`config.mk`:
```
export PLATFORM = sky130hd
export DESIGN_NAME = instr_loader_flat
export DESIGN_NICKNAME = d
export VERILOG_FILES = /design/src/rtl/instr_loader_pkg.sv /design/src/rtl/instr_loader_if.sv /design/src/rtl/instr_loader_byte_packer.sv /design/src/rtl/instr_loader.sv /design/src/flat_wrapper.sv
export SDC_FILE = /design/constraint.sdc
export NUM_CORES = 1
export LEC_CHECK = 0
export ABC_CLOCK_PERIOD_IN_PS = 2900
export BUFFER_PORTS_ARGS = -buffer_cell sky130_fd_sc_hd__clkbuf_2
export CORE_ASPECT_RATIO = 1.75
export CORE_MARGIN = 1
export CORE_UTILIZATION = 35
export DETAILED_ROUTE_END_ITERATION = 6
export PLACE_DENSITY = 0.51
export SYNTH_ARGS = -nofsm -noshare
export SYNTH_HDL_FRONTEND = slang
export SYNTH_SLANG_ARGS = --single-unit
```
`constraint.sdc`:
```
create_clock -name clk -period 2.9 [get_ports clk]
set_input_delay 0.58 -clock clk [delete_from_list [all_inputs] [get_ports clk]]
set_output_delay 0.58 -clock clk [all_outputs]
set_load 0.03 [all_outputs]
```
`src/rtl/instr_loader_pkg.sv`:
```
// Shared types and constants for the boot-time instruction loader.
// Imported by the packer and the loader FSM.
package loader_pkg;

    typedef enum logic [2:0] {
        LEN_LO,
        LEN_HI,
        DATA,
        WRITE,
        CHECK,
        DONE,
        ERR
    } loader_state_t;

    localparam logic [7:0] CKSUM_SEED = 8'h00;
    localparam int DEF_ADDR_W = 14;
    localparam int DEF_LEN_W  = 16;

endpackage

```
`src/rtl/instr_loader_if.sv`:
```
// Byte-stream handshake plus instruction-memory write bus.
// The loader is the slave; the byte source / memory side is the master.
interface instr_loader_if #(
    parameter int ADDR_W = 14
);
    logic [7:0]        byte_i;
    logic              byte_valid_i;
    logic              byte_ready_o;
    logic [ADDR_W-1:0] mem_addr_o;
    logic [31:0]       mem_data_o;
    logic              mem_wen_o;

    modport slave (
        input  byte_i,
        input  byte_valid_i,
        output byte_ready_o,
        output mem_addr_o,
        output mem_data_o,
        output mem_wen_o
    );

    modport master (
        output byte_i,
        output byte_valid_i,
        input  byte_ready_o,
        input  mem_addr_o,
        input  mem_data_o,
        input  mem_wen_o
    );
endinterface

```
`src/rtl/instr_loader_byte_packer.sv`:
```
// Little-endian byte-to-word packer with running XOR checksum.
// word_full flags the accept of the 4th byte of a word.
module byte_packer
    import loader_pkg::*;
(
    input  logic        clk,
    input  logic        reset,
    input  logic        clear,
    input  logic        accept,
    input  logic [7:0]  din,
    output logic        word_full,
    output logic [31:0] word,
    output logic [7:0]  cksum
);

    logic [1:0] cnt;

    always_ff @(posedge clk) begin
        if (reset || clear) begin
            cnt   <= 2'd0;
            word  <= 32'd0;
            cksum <= CKSUM_SEED;
        end else if (accept) begin
            word[{cnt, 3'b000} +: 8] <= din;
            cnt   <= cnt + 2'd1;
            cksum <= cksum ^ din;
        end
    end

    assign word_full = accept && (cnt == 2'd3);

endmodule

```
`src/rtl/instr_loader.sv`:
```
// Boot loader: parses a length header, writes packed words into instr_mem,
// verifies an XOR checksum and holds the core in reset until done.
module instr_loader
    import loader_pkg::*;
#(
    parameter int ADDR_W = DEF_ADDR_W,
    parameter int LEN_W  = DEF_LEN_W
) (
    input  logic           clk,
    input  logic           reset,
    input  logic           start_i,
    instr_loader_if.slave  bus,
    output logic           core_hold_o,
    output logic           done_o,
    output logic           err_o
);

    localparam int unsigned MAX_WORDS = 1 << ADDR_W;

    loader_state_t state, state_nx;

    logic [7:0]      len_lo;
    logic [LEN_W-1:0] hdr;
    logic [LEN_W-1:0] remaining;
    logic [ADDR_W:0]  widx;
    logic             unused_widx_msb;

    logic        accept;
    logic        pk_accept;
    logic        pk_clear;
    logic        word_full;
    logic [31:0] word;
    logic [7:0]  cksum;

    assign accept = bus.byte_valid_i && bus.byte_ready_o;
    assign hdr    = {bus.byte_i, len_lo};

    byte_packer u_packer (
        .clk       (clk),
        .reset     (reset),
        .clear     (pk_clear),
        .accept    (pk_accept),
        .din       (bus.byte_i),
        .word_full (word_full),
        .word      (word),
        .cksum     (cksum)
    );

    always_ff @(posedge clk) begin
        if (reset) begin
            state <= LEN_LO;
        end else begin
            state <= state_nx;
        end
    end

    always_comb begin
        state_nx         = state;
        bus.byte_ready_o = 1'b0;
        bus.mem_wen_o    = 1'b0;
        core_hold_o      = 1'b1;
        done_o           = 1'b0;
        err_o            = 1'b0;
        pk_accept        = 1'b0;
        pk_clear         = 1'b0;
        unique case (state)
            LEN_LO: begin
                bus.byte_ready_o = 1'b1;
                if (accept) state_nx = LEN_HI;
            end
            LEN_HI: begin
                bus.byte_ready_o = 1'b1;
                if (accept) begin
                    if (32'(hdr) > MAX_WORDS) state_nx = ERR;
                    else if (hdr == '0)       state_nx = CHECK;
                    else                      state_nx = DATA;
                end
            end
            DATA: begin
                bus.byte_ready_o = 1'b1;
                pk_accept        = accept;
                if (word_full) state_nx = WRITE;
            end
            WRITE: begin
                bus.mem_wen_o = 1'b1;
                state_nx = (remaining == LEN_W'(1)) ? CHECK : DATA;
            end
            CHECK: begin
                bus.byte_ready_o = 1'b1;
                if (accept) state_nx = (bus.byte_i == cksum) ? DONE : ERR;
            end
            DONE: begin
                done_o      = 1'b1;
                core_hold_o = 1'b0;
                if (start_i) begin
                    state_nx = LEN_LO;
                    pk_clear = 1'b1;
                end
            end
            ERR: begin
                err_o = 1'b1;
                if (start_i) begin
                    state_nx = LEN_LO;
                    pk_clear = 1'b1;
                end
            end
            default: state_nx = LEN_LO;
        endcase
    end

    // Header, word index and remaining count; widx has one spare bit so a
    // full-capacity image finishes without wrapping.
    always_ff @(posedge clk) begin
        if (reset) begin
            len_lo    <= 8'd0;
            remaining <= '0;
            widx      <= '0;
        end else begin
            if (state == LEN_LO && accept) len_lo <= bus.byte_i;
            if (state == LEN_HI && accept) remaining <= hdr;
            if (state == WRITE) begin
                widx      <= widx + 1'b1;
                remaining <= remaining - 1'b1;
            end
            if (pk_clear) widx <= '0;
        end
    end

    assign bus.mem_addr_o = widx[ADDR_W-1:0];
    assign bus.mem_data_o = word;
    assign unused_widx_msb = widx[ADDR_W];

endmodule

```
`src/flat_wrapper.sv`:
```
// flat-port wrapper written by rule: the top's interface ports become plain ports
module instr_loader_flat import loader_pkg::*;
#(
    parameter int ADDR_W = DEF_ADDR_W,
    parameter int LEN_W  = DEF_LEN_W
)
  (clk, reset, start_i, core_hold_o, done_o, err_o, bus_byte_i, bus_byte_valid_i, bus_byte_ready_o, bus_mem_addr_o, bus_mem_data_o, bus_mem_wen_o);
  instr_loader_if #(.ADDR_W(ADDR_W)) bus_i ();
  input  logic clk;
  input  logic reset;
  input  logic start_i;
  output logic core_hold_o;
  output logic done_o;
  output logic err_o;
  input wire logic [$bits(bus_i.byte_i)-1:0] bus_byte_i;
  input wire logic [$bits(bus_i.byte_valid_i)-1:0] bus_byte_valid_i;
  output wire logic [$bits(bus_i.byte_ready_o)-1:0] bus_byte_ready_o;
  output wire logic [$bits(bus_i.mem_addr_o)-1:0] bus_mem_addr_o;
  output wire logic [$bits(bus_i.mem_data_o)-1:0] bus_mem_data_o;
  output wire logic [$bits(bus_i.mem_wen_o)-1:0] bus_mem_wen_o;
  assign bus_i.byte_i = bus_byte_i;
  assign bus_i.byte_valid_i = bus_byte_valid_i;
  assign bus_byte_ready_o = bus_i.byte_ready_o;
  assign bus_mem_addr_o = bus_i.mem_addr_o;
  assign bus_mem_data_o = bus_i.mem_data_o;
  assign bus_mem_wen_o = bus_i.mem_wen_o;
  instr_loader #(.ADDR_W(ADDR_W), .LEN_W(LEN_W)) u_core (.clk(clk), .reset(reset), .start_i(start_i), .bus(bus_i), .core_hold_o(core_hold_o), .done_o(done_o), .err_o(err_o));
endmodule
```
; After elaboration in Yosys (flattened, before gate mapping)
; Cells that the tools add are included.
[word_totals]
register_bits = 84
word_cells = 62
[op_classes]
n_addsub = 4
magnitude_cmp = 1
eq_ne = 14
shifts = 2
n_mux = 21
bitwise_logic = 1
n_reduce_logical = 12
[ops]
columns = cell, n
row1 = $bwmux 32, 1
row2 = $mux 16, 2
row3 = $shift 8x7->32 const A, 1
row4 = $shiftx 8x7->32, 1
row5 = $mux 3, 8
row6 = $pmux 3 s6, 1
row7 = $eq 16x1->1 const B, 1
row8 = $gt 16x15->1 const B, 1
row9 = $logic_not 16->1, 1
row10 = $sub 16x1->16 const B, 1
row11 = $add 15x1->15 const B, 1
row12 = $eq 3x3->1 const B, 3
row13 = $eq 8x8->1, 1
row14 = $mux 1, 8
row15 = $ne 2x1->1 const B, 4
row16 = $xor 8x8->8, 1
row17 = $neg 5->7, 1
row18 = $eq 3x2->1 const B, 2
row19 = $reduce_and 5->1, 1
row20 = $logic_and 1x1->1, 4
row21 = $reduce_or 2->1, 2
row22 = $reduce_or 4->1, 1
row23 = $eq 3x1->1 const B, 1
row24 = $logic_not 3->1, 1
row25 = 6 further kinds, 6

; Depth between registers and ports, before layout
; Gate-level depths: netlist of run 1.
[depth]
ltp_word = 8
ltp_mapped = 7
ltp_nobuf = 6

; By module
; A second synthesis of run 1 with hierarchy kept.
[hier_totals]
cells_unflattened = 482
area_unflattened_um2 = 3978.8
[by_module_without_submodules]
columns = mod, n_inst, cells_per_inst, area_each_um2, seq_area_each_um2
row1 = instr_loader, 1, 305, 2342.2, 820.8
row2 = byte_packer, 1, 177, 1636.6, 840.8

; Worst setup path after synthesis of run 1
; OpenSTA, ideal clock, no wires.
[synth_timing]
kind = register to output
from = register u_core.state[1]
to = output bus_byte_ready_o
arrival_time_ns = 1.597
setup_slack_ns = 0.723
stages_incl_launch_ff = 5
n_path_buf = 2
cell_sequence = dfxtp_1 > buf_2 > clkbuf_1 > o21ai_0 > a21boi_0
[synth_between]
elab_chain_len = 3
word_cells_on_any_way = 6
[synth_lines]
columns = item, line_no
row1 = start: declaration, instr_loader.sv:20  ; loader_state_t state, state_nx;
row2 = start signal: assignment, instr_loader.sv:53  ; state <= state_nx;
row3 = $eq 3x2->1 (tied with other cells), instr_loader.sv:66  ; unique case (state)
row4 = $reduce_or 4->1 (no line) (*), n/a
row5 = $mux 1 (*), instr_loader.sv:66
row6 = end: declaration, flat_wrapper.sv:17  ; output wire logic [$bits(bus_i.byte_ready_o)-1:0] bus_byte_ready_o;
; Every way passes the cells marked *; elsewhere a longest branch is shown, timed or not.

; Worst setup path after layout of run 1
[layout_timing]
from = register u_core.state[0]
to = output done_o
[layout_between]
elab_chain_len = 2
[layout_lines]
columns = item, line_no
row1 = $eq 3x3->1, instr_loader.sv:66
row2 = $mux 1, instr_loader.sv:66
row3 = end: declaration, flat_wrapper.sv:13  ; output logic done_o;
; No other way between the ends.

==> flow_summary.yaml, run 1 <==
floorplanning:
  die_x_um: 81.8
  num_rows: 50
  die_area_um2: 11600
  start_util_pct: 36.3
  die_h_um: 142
  ios: 63
  design.core.area_um2: 10800
critical_path:
  setup.worst_path.end_class: "output pin"
  worst_ep_required_time_ns: 2.32
  path_max_fanout: 16
  startpoint_type: "flip-flop"
  r2r_slack_ns: 0.79
  crit_arrival_ns: 1.65
  worstSetupPathType: "flip-flop to output pin"
  reg2reg_depth: 5
routing:
  drtIter0Drc: 198
  wl_per_cell_um: 16.0
  viasPerCell: 5.29
  vias: 3589
  postRouteAntennaNets: 0
  remaining_drc_errors: 0
  routed_wirelength_um: 10800
  dr.pass1.iters: 5
clocking:
  cts_buffer_depth: 2
  clkSlewWorstSetupHoldPaths_ns: 0.06
  ctsHoldBuffers: 0
  cts_root_buffer: "clkbuf_16"
  insertion_delay_ns: 0.34
  post-cts-setup-buffers: 0
  h-tree-depth: 3
  ctsResizeCount: 0
  cts_tree: "done"
  cts_buffers: 9
  clock_sinks: 83
job:
  maxCapViolCount: 0
pwr:
  internal_power_uw: 2470
  seqPwrFrac_pct: 37.5
  p_sw_uw: 1150
  ir_drop_mv: 0.382
  powerDensity_nw_per_um2: 765
  p_sw_share_pct: 31.7
  comb_power_share_pct: 24.6
  p_leak_uw: 0.00182
  clock_power_share_pct: 37.9
layout:
  final_area_um2: 4730
  regArea_um2: 1660
  drive_gt1_share_pct: 18.4
  final_nets: 563
  antennaDiodeCount: 0
  n_fill_cell: 1119
  area.growth.synth_to_final_pct: 21.1
  multi_input_area_um2: 2090
logic_synthesis:
  syn_avg_cell_area_um2: 8.00
  synth_area_um2: 3900
  netlist_instances: 488
  yosysUniqueCellTypes: 47
  synth_edf_count: 0
  ys_top_cells_by_area: "dfxtp_1, nand2_1, a21oi_1"
  synthesis.nets: 508
  seq_area_frac_synth_pct: 42.6
  yosysMostFrequentCell: "dfxtp_1"
  ys_ff_latch: 83
  synth_ff_type: "dfxtp_1"
  synth_common_cells: "dfxtp_1, nand2_1, a21oi_1"
  synth_top_cell_area_share_pct: 42.6
  async_flop_share_pct: 0
  yosys_warnings: 0
  synth_top_area_cell: "dfxtp_1"
global_route:
  grt-busiest-layer: "met2"
  use_met3_pct: 3.15
  grt_max_degree: 57
  grt_pass1_wl_um: 17600
  grt_pass1_vias: 3480
  antenna_found_initial: 0
  grt_util_met1_pct: 22.0
  grt_overflow: 0
  met2_usage_pct: 36.3
  grt_usage_pct: 19.9
timing:
  relSlewSlack_pct: 54.5
  tightest_slew_ns: 0.682
  min_period_ns: 2.23
  setup_violations: 0
  rsz0062_at_grt: "false"
  drv_slew: 0
  setup_tns_ns: 0
  final_hold_viol_count: 0
  period_share_pct: 76.8
  skew_ns: 0.00523
  timing.fmax_mhz: 449
  hold_ws_ns: 0.454
status:
  status: "completed"
place:
  io_buffers: 62
  dp_hpwl_um: 7650
  place_area_um2: 4370
  globalplace.congestion: 0.810
hold_path:
  hold_depth: 2
  hold_class: "flip-flop to flip-flop"
-- sequential cells by signal, summed over array words and instances, names as in the netlist --
name / flops
u_core.widx: 14
u_core.len_lo: 8
u_core.u_packer.cnt: 2
u_core.state: 3
u_core.u_packer.word: 32
u_core.remaining: 16
u_core.u_packer.cksum: 8
-- layout by cell type (no fill, tap or decap), types with 3 or more instances in the layout --
master | Yosys | final
dfxtp_1 | 83 | 83
nand2_1 | 81 | 81
clkbuf_2 | 0 | 62
a21oi_1 | 60 | 60
nor2_1 | 47 | 47
nand3_1 | 36 | 36
xor2_1 | 25 | 25
buf_4 | 0 | 12
nor3_1 | 11 | 11
o21ai_0 | 10 | 10
nor4_1 | 9 | 9
xnor2_1 | 9 | 9
clkbuf_16 | 0 | 9
ha_1 | 8 | 8
inv_1 | 7 | 7
nand3b_1 | 5 | 5
and2_1 | 5 | 5
a22oi_1 | 5 | 5
nand2b_1 | 5 | 4
o22ai_1 | 4 | 4
and3_1 | 4 | 4
nand4_1 | 3 | 3
mux2i_1 | 3 | 3
nor2b_1 | 3 | 3
nor3b_1 | 4 | 3
bufinv_16 | 0 | 3
-- routing by layer --
layer	vias to the layer above	part of all wire (%)
li1	1790	-
met2	87	54
met1	1692	40
met3	20	3.8
met4	0	2.4
met5	-	0
-- layout make-up --
class,instances,area share [%]
multi-input combinational,366,44.3
sequential,83,35.2
timing repair buffer,75,8.89
clock buffer,11,5.35
tap,130,3.44
clock inverter,5,2.28
inverter,8,0.635
-- power groups by stage --
stage / clock (µW) / combinational, µW / sequential [µW]
6_report: 1370 / 890 / 1360
5_1_grt: 1450 / 983 / 1370
4_1_cts: 1400 / 894 / 1350
3_5_place_dp: 0 / 889 / 1380
3_3_place_gp: 0 / 883 / 1370
2_1_floorplan: 0 / 719 / 1340
-- path summary, 6_finish.rpt --
check,start,end
setup / recovery,u_core.state[0]$_SDFFE_PP0P_,done_o
setup reg to reg,u_core.remaining[5]$_SDFFE_PP0P_,u_core.state[2]$_SDFFE_PP0P_
hold reg to reg,u_core.u_packer.word[9]$_SDFFE_PP0P_,u_core.u_packer.word[9]$_SDFFE_PP0P_
hold / removal,u_core.u_packer.word[9]$_SDFFE_PP0P_,u_core.u_packer.word[9]$_SDFFE_PP0P_
-- per-stage QoR --
stage | setup slack (ns) | util [%] | cells | power, µW
floorplan | 0.723 | - | 488 | 2060
global placement | 0.846 | 40.6 | 662 | 2260
detailed placement | 0.791 | 40.6 | 662 | 2270
CTS | 0.668 | 43.9 | 678 | 3650
global route | 0.528 | 43.9 | 678 | 3810
finish | 0.673 | 43.9 | 678 | 3620
-- cells by family after synthesis --
family / synth area share (%)
flops: 42.6
mux: 0.770
fa+ha+maj: 2.57
simple gates: 27.5
xor+xnor: 7.63
buf+inv: 4.01
compound gates: 15.0
-- worst max-delay path, cell delays in order (launching register included) --
cell and delay [ns]:
dfxtp_1 0.62, nor2b_1 0.29, nand2_1 0.12, inv_1 0.09, clkbuf_2 0.20
Power figures use the tool's default switching activity.
==> run 2: changes to the inputs <==
--- a/config.mk
+++ b/config.mk
@@ -5,13 +5,14 @@
 export SDC_FILE = /design/constraint.sdc
 export NUM_CORES = 1
 export LEC_CHECK = 0
-export ABC_CLOCK_PERIOD_IN_PS = 2900
+export ABC_AREA = 1
+export ABC_CLOCK_PERIOD_IN_PS = 2100
 export BUFFER_PORTS_ARGS = -buffer_cell sky130_fd_sc_hd__clkbuf_2
 export CORE_ASPECT_RATIO = 1.75
 export CORE_MARGIN = 1
 export CORE_UTILIZATION = 35
 export DETAILED_ROUTE_END_ITERATION = 6
-export PLACE_DENSITY = 0.51
+export PLACE_DENSITY = 0.5
 export SYNTH_ARGS = -nofsm -noshare
 export SYNTH_HDL_FRONTEND = slang
 export SYNTH_SLANG_ARGS = --single-unit
==> constraint.sdc (replaced) <==
create_clock -name clk -period 2.1 [get_ports clk]
set_input_delay 0.42 -clock clk [delete_from_list [all_inputs] [get_ports clk]]
set_output_delay 0.42 -clock clk [all_outputs]
set_load 0.03 [all_outputs]
==> run 2 against run 1 <==
Effect of this change:
- first-iteration DRC count shrank 21%
- sequential cell count is the same
- largest cell class unchanged
- sequential power grew 43%
- the flow now finishes with violations (design-rule violations)
- combinational power grew 120%
- register-to-register slack lost 0.44 ns
- sequential share of layout area shrank 1.3 points
- critical endpoint is now bus_mem_wen_o
- power grew 52%
- area after synthesis grew 6.6%
==> flow_summary.yaml, run 2 <==
logic_synthesis:
  synth_ff_type: "dfxtp_1"
  synth_common_cells: "nand2_1, dfxtp_1, a21oi_1"
  synth_edf_count: 0
  netlist_instances: 611
  synth_area_um2: 4160
  synth_top_cell_area_share_pct: 39.9
  yosysUniqueCellTypes: 35
  yosys_warnings: 0
  synth_top_area_cell: "dfxtp_1"
  yosysMostFrequentCell: "nand2_1"
  ys_ff_latch: 83
  ys_top_cells_by_area: "dfxtp_1, nand2_1, a21oi_1"
  synthesis.nets: 631
  async_flop_share_pct: 0
  seq_area_frac_synth_pct: 39.9
  syn_avg_cell_area_um2: 6.81
routing:
  routed_wirelength_um: 11900
  postRouteAntennaNets: 0
  viasPerCell: 5.01
  drtIter0Drc: 156
  wl_per_cell_um: 14.7
  vias: 4046
  dr.pass1.iters: 6
  remaining_drc_errors: 2
timing:
  setup_violations: 0
  skew_ns: 0.00865
  rsz0062_at_grt: "false"
  tightest_slew_ns: 0.543
  final_hold_viol_count: 0
  relSlewSlack_pct: 63.7
  setup_tns_ns: 0
  timing.fmax_mhz: 502
  drv_slew: 0
  min_period_ns: 1.99
  period_share_pct: 94.9
critical_path:
  r2r_slack_ns: 0.35
  path_max_fanout: 19
  path_cells: "inv_2, nand2_4, clkinv_4, clkbuf_2"
  setup.worst_path.end_class: "output pin"
  cp_slowest_cell: "dfxtp_1"
  startpoint_type: "flip-flop"
  r2r-start: "u_core.state[2]$_SDFFE_PP0P_"
  worst_ep_required_time_ns: 1.68
  worstSetupStartpoint: "u_core.state[2]$_SDFFE_PP0P_"
  crit_path_max_incr_delay_ns: 0.45
  worstSetupPathType: "flip-flop to output pin"
  crit_arrival_ns: 1.57
  reg2reg_depth: 7
  reg2reg_to: "u_core.u_packer.word[6]$_SDFFE_PP0P_"
  endpoint: "bus_mem_wen_o"
layout:
  multi_input_area_um2: 2110
  regArea_um2: 1660
  n_fill_cell: 1266
  final_area_um2: 4910
  antennaDiodeCount: 0
  area.growth.synth_to_final_pct: 18.0
  mostFrequentLayoutCell: "nand2_1"
  layout_common_cells: "nand2_1, dfxtp_1, a21oi_1"
  regMostFlops: "u_core.u_packer.word"
  drive_gt1_share_pct: 16.6
  largest_reg_flops: 32
  final_nets: 688
  largestRegisters: "u_core.u_packer.word: 32 flops, u_core.remaining: 16 flops, u_core.widx: 14 flops"
global_route:
  grt_pass1_vias: 3935
  grt_usage_pct: 20.2
  grt_pass1_wl_um: 19700
  grt_overflow: 0
  antenna_found_initial: 0
  grt_max_degree: 35
clocking:
  cts_buffer_depth: 2
  ctsHoldBuffers: 0
  clkSlewWorstSetupHoldPaths_ns: 0.06
  cts_tree: "done"
  cts_root_buffer: "clkbuf_16"
  post-cts-setup-buffers: 0
  h-tree-depth: 3
  cts_buffers: 9
  clock_sinks: 83
  insertion_delay_ns: 0.35
place:
  globalplace.congestion: 0.873
  dp_hpwl_um: 8700
  place_area_um2: 4600
  io_buffers: 62
floorplanning:
  die_h_um: 146
  ios: 63
  num_rows: 52
  design.core.area_um2: 11600
  start_util_pct: 35.9
  die_area_um2: 12300
  die_x_um: 84.4
pwr:
  ir_drop_mv: 0.444
  powerDensity_nw_per_um2: 1120
  p_leak_uw: 0.00215
job:
  maxCapViolCount: 0
status:
  violations: "design-rule violations"
  status: "complete, but fails checks"
hold_path:
  hold_class: "flip-flop to flip-flop"
  holdCritStartpoint: "u_core.len_lo[1]$_SDFFE_PP0P_"
==> run 2: cell count changes in the layout (fill, tap and decap cells not counted), moves of 12 or more <==
cell,delta
nand4_1,+15
inv_1,+54
xor2_1,-16
nand2_1,+72
o21ai_0,+18
a21oi_1,+12
nor2_1,+12
==> run 2: worst max-delay path: cells and delay by family, from the launching register on <==
family	cells	cell delay, ns
DFF	1	0.45
and+or+nand+nor	1	0.24
buffers and inverters	3	0.54
==> run 2: worst min-delay path by stage <==
stage | slack (ns) | end | cells after the start
2_1_floorplan | 0.44 | u_core.len_lo[0]$_SDFFE_PP0P_ | 2
3_3_place_gp | 0.45 | u_core.len_lo[2]$_SDFFE_PP0P_ | 2
3_5_place_dp | 0.46 | u_core.u_packer.word[4]$_SDFFE_PP0P_ | 2
4_1_cts | 0.47 | u_core.u_packer.word[21]$_SDFFE_PP0P_ | 3
5_1_grt | 0.49 | u_core.len_lo[7]$_SDFFE_PP0P_ | 2
6_report | 0.47 | u_core.len_lo[1]$_SDFFE_PP0P_ | 2
==> run 2: cell families (layout without fill, tap and decap cells) <==
group                      count (synthesis)  in the layout  share of synthesized area, %
and+or+nand+nor                          290            290                          30.8
AOI/OAI and AO/OA                        122            122                          15.4
buffers and inverters                     98            160                          9.32
DFF                                       83             83                          39.9
xor gates and xnor gates                  10             10                          2.10
adders and majority gates                  8              8                          2.41
==> run 2: repair_timing <==
item / CTS / global route
gates cloned: 0 / 0
endpoints found under the hold margin: 0 / 0
setup endpoints to repair: 1 / 1
gates resized for setup: 1 / 1
==> run 2: cell type report <==
class	instances	share of cell area (%)
Inverter	74	5.76
Clock buffer	10	4.66
Tap cell	135	3.44
Timing Repair Buffer	70	7.80
Multi-Input combinational cell	430	43.0
Clock inverter	6	1.48
Sequential cell	83	33.9
==> run 2: per-layer routing <==
metal / wire, µm / share of wire (%) / global-route usage [%] / vias to the layer above
met4: 231 / 1.9 / 7.80 / 0
li1: - / - / - / 2097
met2: 6460 / 55 / 38.5 / 59
met1: 4860 / 41 / 22.4 / 1876
met5: 0 / 0 / 0 / -
met3: 295 / 2.5 / 2.60 / 14
==> run 2: power breakdown <==
group | internal [µW] | switching [µW] | leakage (µW)
clock | 935 | 688 | 0.000144
combinational | 644 | 1290 | 0.00133
sequential | 1770 | 180 | 0.000673
total | 3350 | 2160 | 0.00215
==> run 2: metrics by stage <==
step	hold slack, ns	power [µW]	std cells	setup WS, ns	util [%]
floorplan	0.439	3450	611	0.192	-
global placement	0.450	3910	792	0.341	39.8
detailed placement	0.458	3920	792	0.322	39.8
CTS	0.466	5570	808	0.0970	42.4
global route	0.487	5920	808	0.0344	42.4
finish	0.469	5510	808	0.108	42.4
